[config.mk]
export PLATFORM = sky130hd
export DESIGN_NAME = click_sequencer
export DESIGN_NICKNAME = d
export VERILOG_FILES = /design/src/rtl/click_sequencer.sv
export SDC_FILE = /design/constraint.sdc
export NUM_CORES = 2
export LEC_CHECK = 0
export ABC_AREA = 1
export CAP_MARGIN = 5
export CORE_MARGIN = 5
export CORE_UTILIZATION = 45
export CTS_CLUSTER_DIAMETER = 30
export DETAILED_ROUTE_END_ITERATION = 7
export DONT_BUFFER_PORTS = 1
export PLACE_DENSITY = 0.7
export SYNTH_ARGS = -nofsm -noshare
export SYNTH_HDL_FRONTEND = slang
export SYNTH_SLANG_ARGS = --single-unit
[constraint.sdc]
create_clock -name clk_i -period 18.5 [get_ports clk_i]
set_input_delay 2.775 -clock clk_i [delete_from_list [all_inputs] [get_ports clk_i]]
set_output_delay 2.775 -clock clk_i [all_outputs]
set_load 0.05 [all_outputs]
[src/rtl/click_sequencer.sv]
// click_sequencer: turns cursor clicks into single reveal / flag-toggle transactions for the
// mine_check stage, tracks per-cell revealed/flagged state and flag/reveal counts, and
// declares loss or win.
//
// Ports:
//   clk_i, rst_i             clock, asynchronous active-high reset
//   game_start_i, level_i    new-game pulse and board level (0/1 easy, 2 medium, 3 hard)
//   left_click_i             reveal request pulse
//   right_click_i            flag-toggle request pulse
//   cursor_ind_x_i/_y_i      clicked cell column / row
//   explode_in_i             mine_check explode result (valid in EVAL)
//   mark_flag_in_i           mine_check mark_flag result (valid in EVAL)
//   check_ind_x_o/_y_o       cell index to mine_check (latched click position)
//   bomb_o, flag_o           one-cycle reveal / flag strobes to mine_check
//   busy_o                   high while a click cannot be accepted
//   flag_cnt_o               number of flagged cells
//   revealed_cnt_o           number of safely revealed cells
//   game_over_o, game_won_o  game result levels
module click_sequencer #(
  parameter int unsigned EASY_MINES   = 10,
  parameter int unsigned MEDIUM_MINES = 20,
  parameter int unsigned HARD_MINES   = 40
) (
  input  logic       clk_i,
  input  logic       rst_i,
  input  logic       game_start_i,
  input  logic [1:0] level_i,
  input  logic       left_click_i,
  input  logic       right_click_i,
  input  logic [4:0] cursor_ind_x_i,
  input  logic [4:0] cursor_ind_y_i,
  input  logic       explode_in_i,
  input  logic       mark_flag_in_i,
  output logic [4:0] check_ind_x_o,
  output logic [4:0] check_ind_y_o,
  output logic       bomb_o,
  output logic       flag_o,
  output logic       busy_o,
  output logic [5:0] flag_cnt_o,
  output logic [8:0] revealed_cnt_o,
  output logic       game_over_o,
  output logic       game_won_o
);

  typedef enum logic [2:0] {StIdle, StReady, StIssue, StEval, StLost, StWon} state_e;

  localparam logic [5:0] EasyMinesW   = 6'(EASY_MINES);
  localparam logic [5:0] MediumMinesW = 6'(MEDIUM_MINES);
  localparam logic [5:0] HardMinesW   = 6'(HARD_MINES);

  state_e       state_q, state_d;
  logic [1:0]   level_q, level_d;
  logic [4:0]   x_q, x_d, y_q, y_d;
  logic         op_flag_q, op_flag_d;   // 0: reveal, 1: flag toggle
  logic [255:0] revealed_q, revealed_d;
  logic [255:0] flagged_q, flagged_d;
  logic [5:0]   flag_cnt_q, flag_cnt_d;
  logic [8:0]   revealed_cnt_q, revealed_cnt_d;
  logic         bomb_q, bomb_d, flag_q, flag_d;
  logic         busy_q, busy_d, over_q, over_d, won_q, won_d;

  logic [4:0]   size;
  logic [5:0]   mines;
  logic [8:0]   cells;
  logic [8:0]   safe_cells;
  logic [7:0]   cur_idx, lat_idx;
  logic         in_range;

  // Board geometry from the latched level.
  always_comb begin
    size  = 5'd8;
    mines = EasyMinesW;
    cells = 9'd64;
    case (level_q)
      2'd2: begin
        size  = 5'd10;
        mines = MediumMinesW;
        cells = 9'd100;
      end
      2'd3: begin
        size  = 5'd16;
        mines = HardMinesW;
        cells = 9'd256;
      end
      default: ;
    endcase
    safe_cells = cells - {3'd0, mines};
  end

  // Low nibbles suffice: any in-range coordinate is below 16.
  assign cur_idx  = {cursor_ind_y_i[3:0], cursor_ind_x_i[3:0]};
  assign lat_idx  = {y_q[3:0], x_q[3:0]};
  assign in_range = (cursor_ind_x_i < size) && (cursor_ind_y_i < size);

  always_comb begin
    state_d        = state_q;
    level_d        = level_q;
    x_d            = x_q;
    y_d            = y_q;
    op_flag_d      = op_flag_q;
    revealed_d     = revealed_q;
    flagged_d      = flagged_q;
    flag_cnt_d     = flag_cnt_q;
    revealed_cnt_d = revealed_cnt_q;

    if (game_start_i) begin
      // New game wins over any click and abandons an in-flight transaction.
      state_d        = StReady;
      level_d        = level_i;
      revealed_d     = '0;
      flagged_d      = '0;
      flag_cnt_d     = '0;
      revealed_cnt_d = '0;
    end else begin
      unique case (state_q)
        StIdle: ;
        StReady: begin
          if (left_click_i) begin
            // Left wins over a simultaneous right click, even if the reveal is dropped.
            if (in_range && !revealed_q[cur_idx] && !flagged_q[cur_idx]) begin
              x_d       = cursor_ind_x_i;
              y_d       = cursor_ind_y_i;
              op_flag_d = 1'b0;
              state_d   = StIssue;
            end
          end else if (right_click_i) begin
            if (in_range && !revealed_q[cur_idx] &&
                (flagged_q[cur_idx] || (flag_cnt_q != mines))) begin
              x_d       = cursor_ind_x_i;
              y_d       = cursor_ind_y_i;
              op_flag_d = 1'b1;
              state_d   = StIssue;
            end
          end
        end
        StIssue: state_d = StEval;
        StEval: begin
          if (!op_flag_q) begin
            if (explode_in_i) begin
              state_d = StLost;
            end else begin
              revealed_d[lat_idx] = 1'b1;
              revealed_cnt_d      = revealed_cnt_q + 9'd1;
              state_d = (revealed_cnt_d == safe_cells) ? StWon : StReady;
            end
          end else begin
            if (mark_flag_in_i) begin
              flagged_d[lat_idx] = ~flagged_q[lat_idx];
              flag_cnt_d = flagged_q[lat_idx] ? flag_cnt_q - 6'd1 : flag_cnt_q + 6'd1;
            end
            state_d = StReady;
          end
        end
        StLost: ;
        StWon: ;
        default: state_d = StIdle;
      endcase
    end

    // Outputs are registered versions of the decoded next state.
    bomb_d = (state_d == StIssue) && !op_flag_d;
    flag_d = (state_d == StIssue) && op_flag_d;
    busy_d = (state_d != StReady);
    over_d = (state_d == StLost);
    won_d  = (state_d == StWon);
  end

  always_ff @(posedge clk_i or posedge rst_i) begin
    if (rst_i) begin
      state_q        <= StIdle;
      level_q        <= 2'd1;
      x_q            <= '0;
      y_q            <= '0;
      op_flag_q      <= 1'b0;
      revealed_q     <= '0;
      flagged_q      <= '0;
      flag_cnt_q     <= '0;
      revealed_cnt_q <= '0;
      bomb_q         <= 1'b0;
      flag_q         <= 1'b0;
      busy_q         <= 1'b0;  // reads 0 during reset, 1 from the first clock in IDLE
      over_q         <= 1'b0;
      won_q          <= 1'b0;
    end else begin
      state_q        <= state_d;
      level_q        <= level_d;
      x_q            <= x_d;
      y_q            <= y_d;
      op_flag_q      <= op_flag_d;
      revealed_q     <= revealed_d;
      flagged_q      <= flagged_d;
      flag_cnt_q     <= flag_cnt_d;
      revealed_cnt_q <= revealed_cnt_d;
      bomb_q         <= bomb_d;
      flag_q         <= flag_d;
      busy_q         <= busy_d;
      over_q         <= over_d;
      won_q          <= won_d;
    end
  end

  assign check_ind_x_o  = x_q;
  assign check_ind_y_o  = y_q;
  assign bomb_o         = bomb_q;
  assign flag_o         = flag_q;
  assign busy_o         = busy_q;
  assign flag_cnt_o     = flag_cnt_q;
  assign revealed_cnt_o = revealed_cnt_q;
  assign game_over_o    = over_q;
  assign game_won_o     = won_q;

endmodule

# Yosys cells after proc, flatten, opt, wreduce, memory -nomap -nowiden
# Cells that the tools add are included.
# classes
bitwise_logic,3
addsub,4
n_eq_ne,16
n_lt_le_gt_ge,5
n_mux,52
n_reduce_logical,21
# ops
operator,count
$mux 256,8
$bwmux 256,1
$or 256x256->256,1
$mux 5,8
$mux 9,4
$mux 6,5
$bmux 1 s8,3
$mux 3,8
$lt 8x9->1 const B,2
$pmux 9 s2,1
$eq 3x3->1 const B,4
$pmux 3 s4,1
$pmux 6 s2,1
$lt 5x5->1,2
$mux 1,10
$pmux 5 s2,1
$reduce_bool 2->1,5
$add 9x1->9 const B,1
$eq 3x2->1 const B,3
$eq 9x9->1,1
$sub 9x6->9,1
$demux 1 s8,1
$ge 8x1->1 const B,1
$logic_and 1x1->1,7
other kinds (15),21
# word_totals
ff_bits,548
input_bits,19
word_cells,115
out_inout_bits,30

# Depth between registers and ports, before layout
# logic_depth
depth_word,13
ltp_mapped,28
mapped_depth_nobuf,26

# Least setup slack after synthesis
# OpenSTA, ideal clock, no wires.
# synth_timing
path_kind,input -> register
startpoint,input cursor_ind_x_i[0]
endpoint,register x_q[1] (netlist: check_ind_x_o[1])
cell_stages,18
arrival_ns,4.625
n_path_buf,4
setup_slack_ns,13.738
required_time_ns,18.363
setup_time_ns,0.137
cell_sequence,buf_2 -> inv_2 -> buf_2 -> buf_2 -> nand2_1 -> nand3_1 -> nand3_1 -> nand2_1 -> nand3_1 -> nand3_1 -> nand3_1 -> a21oi_1 -> nor2_1 -> nand3_1 -> nand2_1 -> nand3_1 -> clkbuf_1 -> o21ai_0
# synth_between
elab_chain_cells,7
elab_cells_between_ends,15
cone_classes,order compare (1); eq/ne (1); mux (4); reduce/logical (9)
# synth_lines
element,line_no,source
from (decl),30,"input logic [4:0] cursor_ind_x_i,"
$bmux 1 s8,"120, 127",
$mux 1 (implied by the code),"120, 127",
$logic_not 1->1,"120, 127",
$logic_and 1x1->1,"120, 127",
$logic_and 1x1->1 (on tied branches),"120, 127",
$ne 2x1->1 (no line) / $reduce_bool 2->1 (equally long branches),-,
$reduce_and 5->1 (no line) *,-,
to (signal assigned),172,x_q <= '0;
to (signal assigned),187,x_q <= x_d;
to (decl),53,"logic [4:0] x_q, x_d, y_q, y_d;"
# Every way passes the cells marked *; elsewhere a longest branch is shown, timed or not. The select of a mux whose other input is x is not followed.
# A chain may end at the register's enable or synchronous reset.

# Worst setup path in the final report
# layout_timing
startpoint,input cursor_ind_x_i[0]
endpoint,register x_q[4] (netlist: check_ind_x_o[4])
# The elaborated chain is that of the path after synthesis.

==> results by group <==
Timing
  • Final hold vios: 0
  • Hold slack: around 0.48 ns
  • Final Skew: 0.0337 ns
  • Final setup viols: 0
  • Fin crit share: 35.2%
  • Worst Tran Pin Value: between 1 and 1.5 ns
  • Final WS setup: between 10 and 15 ns
  • TNS Setup: 0 ns
  • Max transition margin: 16.3%
  • Period minus WS final: about 6.5 ns
  • Unrepaired setup endpoints after global routing: no
  • Fmax: 0.153 GHz
  • Max Slew Vio Count: 0

GRT
  • GRT overflow: 0
  • Vias in the first global route: between 20000 and 30000
  • First-pass GRT wire length: between 150 and 200 mm
  • Total GRT Usage: between 20 and 30%
  • Initial antenna violation count: 0
  • Largest net degree at the start of global routing: between 300 and 400

Critical path
  • Critical Path RT: ~19 ns
  • CP endpoint kind: flop
  • Critical path arrival: ~7 ns
  • FF-to-FF setup slack: approximately 12 ns
  • Worst Path Max Fanout: about 320
  • Crit Reg-Reg Endpoint: flag_cnt_o[5]
  • R2R depth: 21
  • Reg2Reg Launch Point: check_ind_y_o[0]
  • Critical path type: in2reg
  • Startpoint Class: primary input

Min path
  • WHS Path Cells: 2
  • Worst Hold Launch: revealed_q[203]
  • Worst Hold End: revealed_q[203]
  • Hold Path Class: reg2reg

Place
  • Post-DP HPWL: approximately 56 mm
  • RePlAce Congestion: roughly 0.89
  • Post-place setup slack: between 10 and 15 ns
  • Port Buffers: 0

Floorplan
  • # rows: 93
  • Initial Util: between 40% and 50%
  • Die Span X: approximately 270 um
  • I/O Pins: 49
  • Chip Height: approximately 270 um
  • Core region area: around 0.065 mm^2
  • Die area: around 0.071 mm^2

Logic synthesis
  • Cell taking the most area after synthesis: dfrtp_1
  • Register area share after synthesis: ~47%
  • Simple-Gate Fraction of Synth Area: between 20% and 30%
  • Xor and xnor area share after synthesis: 0.268%
  • Post-synth EDFFs: 0
  • FF+latch count, synth: about 550
  • Largest family of logic cells by synthesized area: compound AO/OA/AOI/OAI gates
  • Mapped Area: roughly 0.029 mm^2
  • Synthesis Warnings: 0
  • Synth top area share: 46.5%
  • Most frequent cell after synthesis: nand2_1
  • Synthesized instance count: 3795
  • Post-synth cell types: 37
  • Post-synthesis adder-cell area fraction: less than 1%
  • Post-Syn Nets: around 3800
  • Mux contribution to synthesized area: 0%
  • Async set or reset register ratio after synthesis: 100%
  • Main synth FF type: dfrtp_1
  • Post-Syn Area per Cell: a little under 8 um^2
  • Compound-Gate Fraction of Synth Area: a little under a quarter
  • Top cells by area, synth: dfrtp_1, nand2_1, a21oi_1
  • Commonest cells post-synth: nand2_1, dfrtp_1, a21oi_1

Routing
  • Final WL: about 110 mm
  • Vias/cell: 6.42
  • DRC Markers: 2
  • Vias: slightly below 30000
  • Initial DRT Pass Iterations: 8
  • 1st-iter DRT viols: around 4000
  • Post-DRT Antenna Nets: 0
  • WL per Instance: ~24 um

CTS
  • # clock sinks: between 500 and 600
  • Clk buf depth: 3
  • Num CTS Buffers: 121
  • Post-CTS Resized: 0
  • Clk slew on worst S/H paths: approximately 0.050 ns
  • Hold_buf cts: 0
  • Clock Latency Late Sink: between 0.6 and 0.7 ns
  • CTS tree: yes
  • Clk root buf: clkbuf_16
  • Postcts setup bufs: 0
  • H-tree levels: 3

Power and ir drop
  • Seq pwr share: between 20% and 30%
  • Internal: ~0.0029 W
  • Post-layout power: between 0.004 and 0.005 W
  • Leakage: between 10 and 15 nW
  • NetSw: approximately 0.0014 W
  • PwrDens: about 130 mW/mm^2
  • Clock Power Share: between 50% and 60%
  • Gate power share: approximately 16%
  • Sw Ratio: about a third
  • Worst VDD drop: between 0.00008 and 0.00009 V

Layout
  • Fillers: around 5900
  • Fraction of layout cells with a size suffix above 1: slightly below 8%
  • Finished Core Util: 52.7%
  • Synthesis-to-finish area growth: 15.7%
  • Final nets: 3669

Status
  • Failing checks: design-rule violations
  • Outcome: finished with violations

Job
  • Max Cap Viol: 0
==> per-stage QoR <==
stage / cells / cell area (um^2)
finish: 4594 / 34000
global route: 4593 / 34000
CTS: 4593 / 34000
detailed placement: 4369 / 29600
global placement: 4369 / 29600
floorplan: 3795 / 29400
==> state kept, by name, indices dropped and copies added (netlist names) <==
| name | flops |
|---|---|
| op_flag_q | 1 |
| revealed_q | 256 |
| busy_o | 1 |
| game_won_o | 1 |
| flag_o | 1 |
| game_over_o | 1 |
| revealed_cnt_o | 9 |
| check_ind_y_o | 5 |
| flagged_q | 256 |
| state_q | 3 |
| check_ind_x_o | 5 |
| bomb_o | 1 |
| level_q | 2 |
| flag_cnt_o | 6 |
==> kinds of logic after synthesis <==
family                     Yosys count
and+or+nand+nor                   1553
buffers and inverters              533
AOI/OAI and AO/OA                 1139
DFF                                548
xor gates and xnor gates             9
adders and majority gates           13
==> how the worst max path moves through the flow <==
stage	start	endpoint	slack (ns)	depth (start not counted)
finish	cursor_ind_x_i[0]	check_ind_x_o[4]	11.98	16
global route	cursor_ind_x_i[0]	check_ind_y_o[0]	11.78	16
CTS	check_ind_y_o[0]	flag_cnt_o[5]	12.26	21
detailed placement	cursor_ind_x_i[0]	check_ind_y_o[1]	11.67	16
global placement	cursor_ind_x_i[0]	check_ind_x_o[1]	11.79	16
floorplan	rst_i	bomb_o	0.41	1
==> power by group through the flow <==
stage	Combinational, W	Clock (W)	Sequential (W)
2_1_floorplan	0.000359	0	0.00129
3_3_place_gp	0.000659	0	0.00131
3_5_place_dp	0.000659	0	0.00131
4_1_cts	0.000661	0.00232	0.00129
5_1_grt	0.000701	0.00239	0.00129
6_report	0.000707	0.00232	0.00129
==> critical path, stage by stage <==
cell and delay [ns]:
inv_6 0.64, buf_4 1.01, nand2_1 0.11, nand2_1 0.11
a21oi_1 0.06, nand3_1 0.12, nand3_1 0.16, nand3_1 0.14
nand3_1 0.14, nand3_1 0.13, nand2_1 0.20, nand2_1 0.11
nand3_1 0.13, nand2_1 0.11, nand3_1 0.55, o21ai_0 0.42
==> per-layer routing <==
layer  vias up  global-route usage, %  wire, um
met3       437                   8.69     14100
met2      2021                   45.4     47700
met5         -                      0         0
li1      12900                      -         -
met4         0                   15.1      5990
met1     14100                   38.6     41200
==> placed cells by master, fill, tap and decap left out, types with 3 or more instances in the layout <==
cell type / n
a21oi_1: 390
a22oi_1: 126
a31oi_1: 84
a32o_1: 97
buf_4: 57
bufinv_16: 22
clkbuf_1: 16
clkbuf_16: 121
clkbuf_8: 16
clkinv_1: 13
clkinv_16: 4
clkinv_2: 17
clkinv_4: 7
clkinvlp_4: 11
dfrtp_1: 547
ha_1: 12
inv_1: 168
inv_2: 10
inv_6: 8
inv_8: 3
nand2_1: 778
nand3_1: 308
nand4_1: 3
nor2_1: 219
nor2_2: 6
nor2_4: 4
nor3_1: 227
o211ai_1: 3
o21ai_0: 371
o22ai_1: 20
o31ai_1: 11
o32ai_1: 30
xnor2_1: 3
xor2_1: 6
==> area by class of cell <==
| type | instances | area [um^2] | share of cell area [%] |
|---|---|---|---|
| antenna | 1 | 2.50 | 0.00735 |
| clock buffer | 153 | 3310 | 9.72 |
| clock inverter | 71 | 1120 | 3.29 |
| inverter | 194 | 748 | 2.20 |
| multi-input combinational | 2714 | 13600 | 40.1 |
| sequential | 548 | 13700 | 40.3 |
| tap | 855 | 1070 | 3.14 |
| timing repair buffer | 58 | 448 | 1.32 |
(Power assumes the default switching activity.)
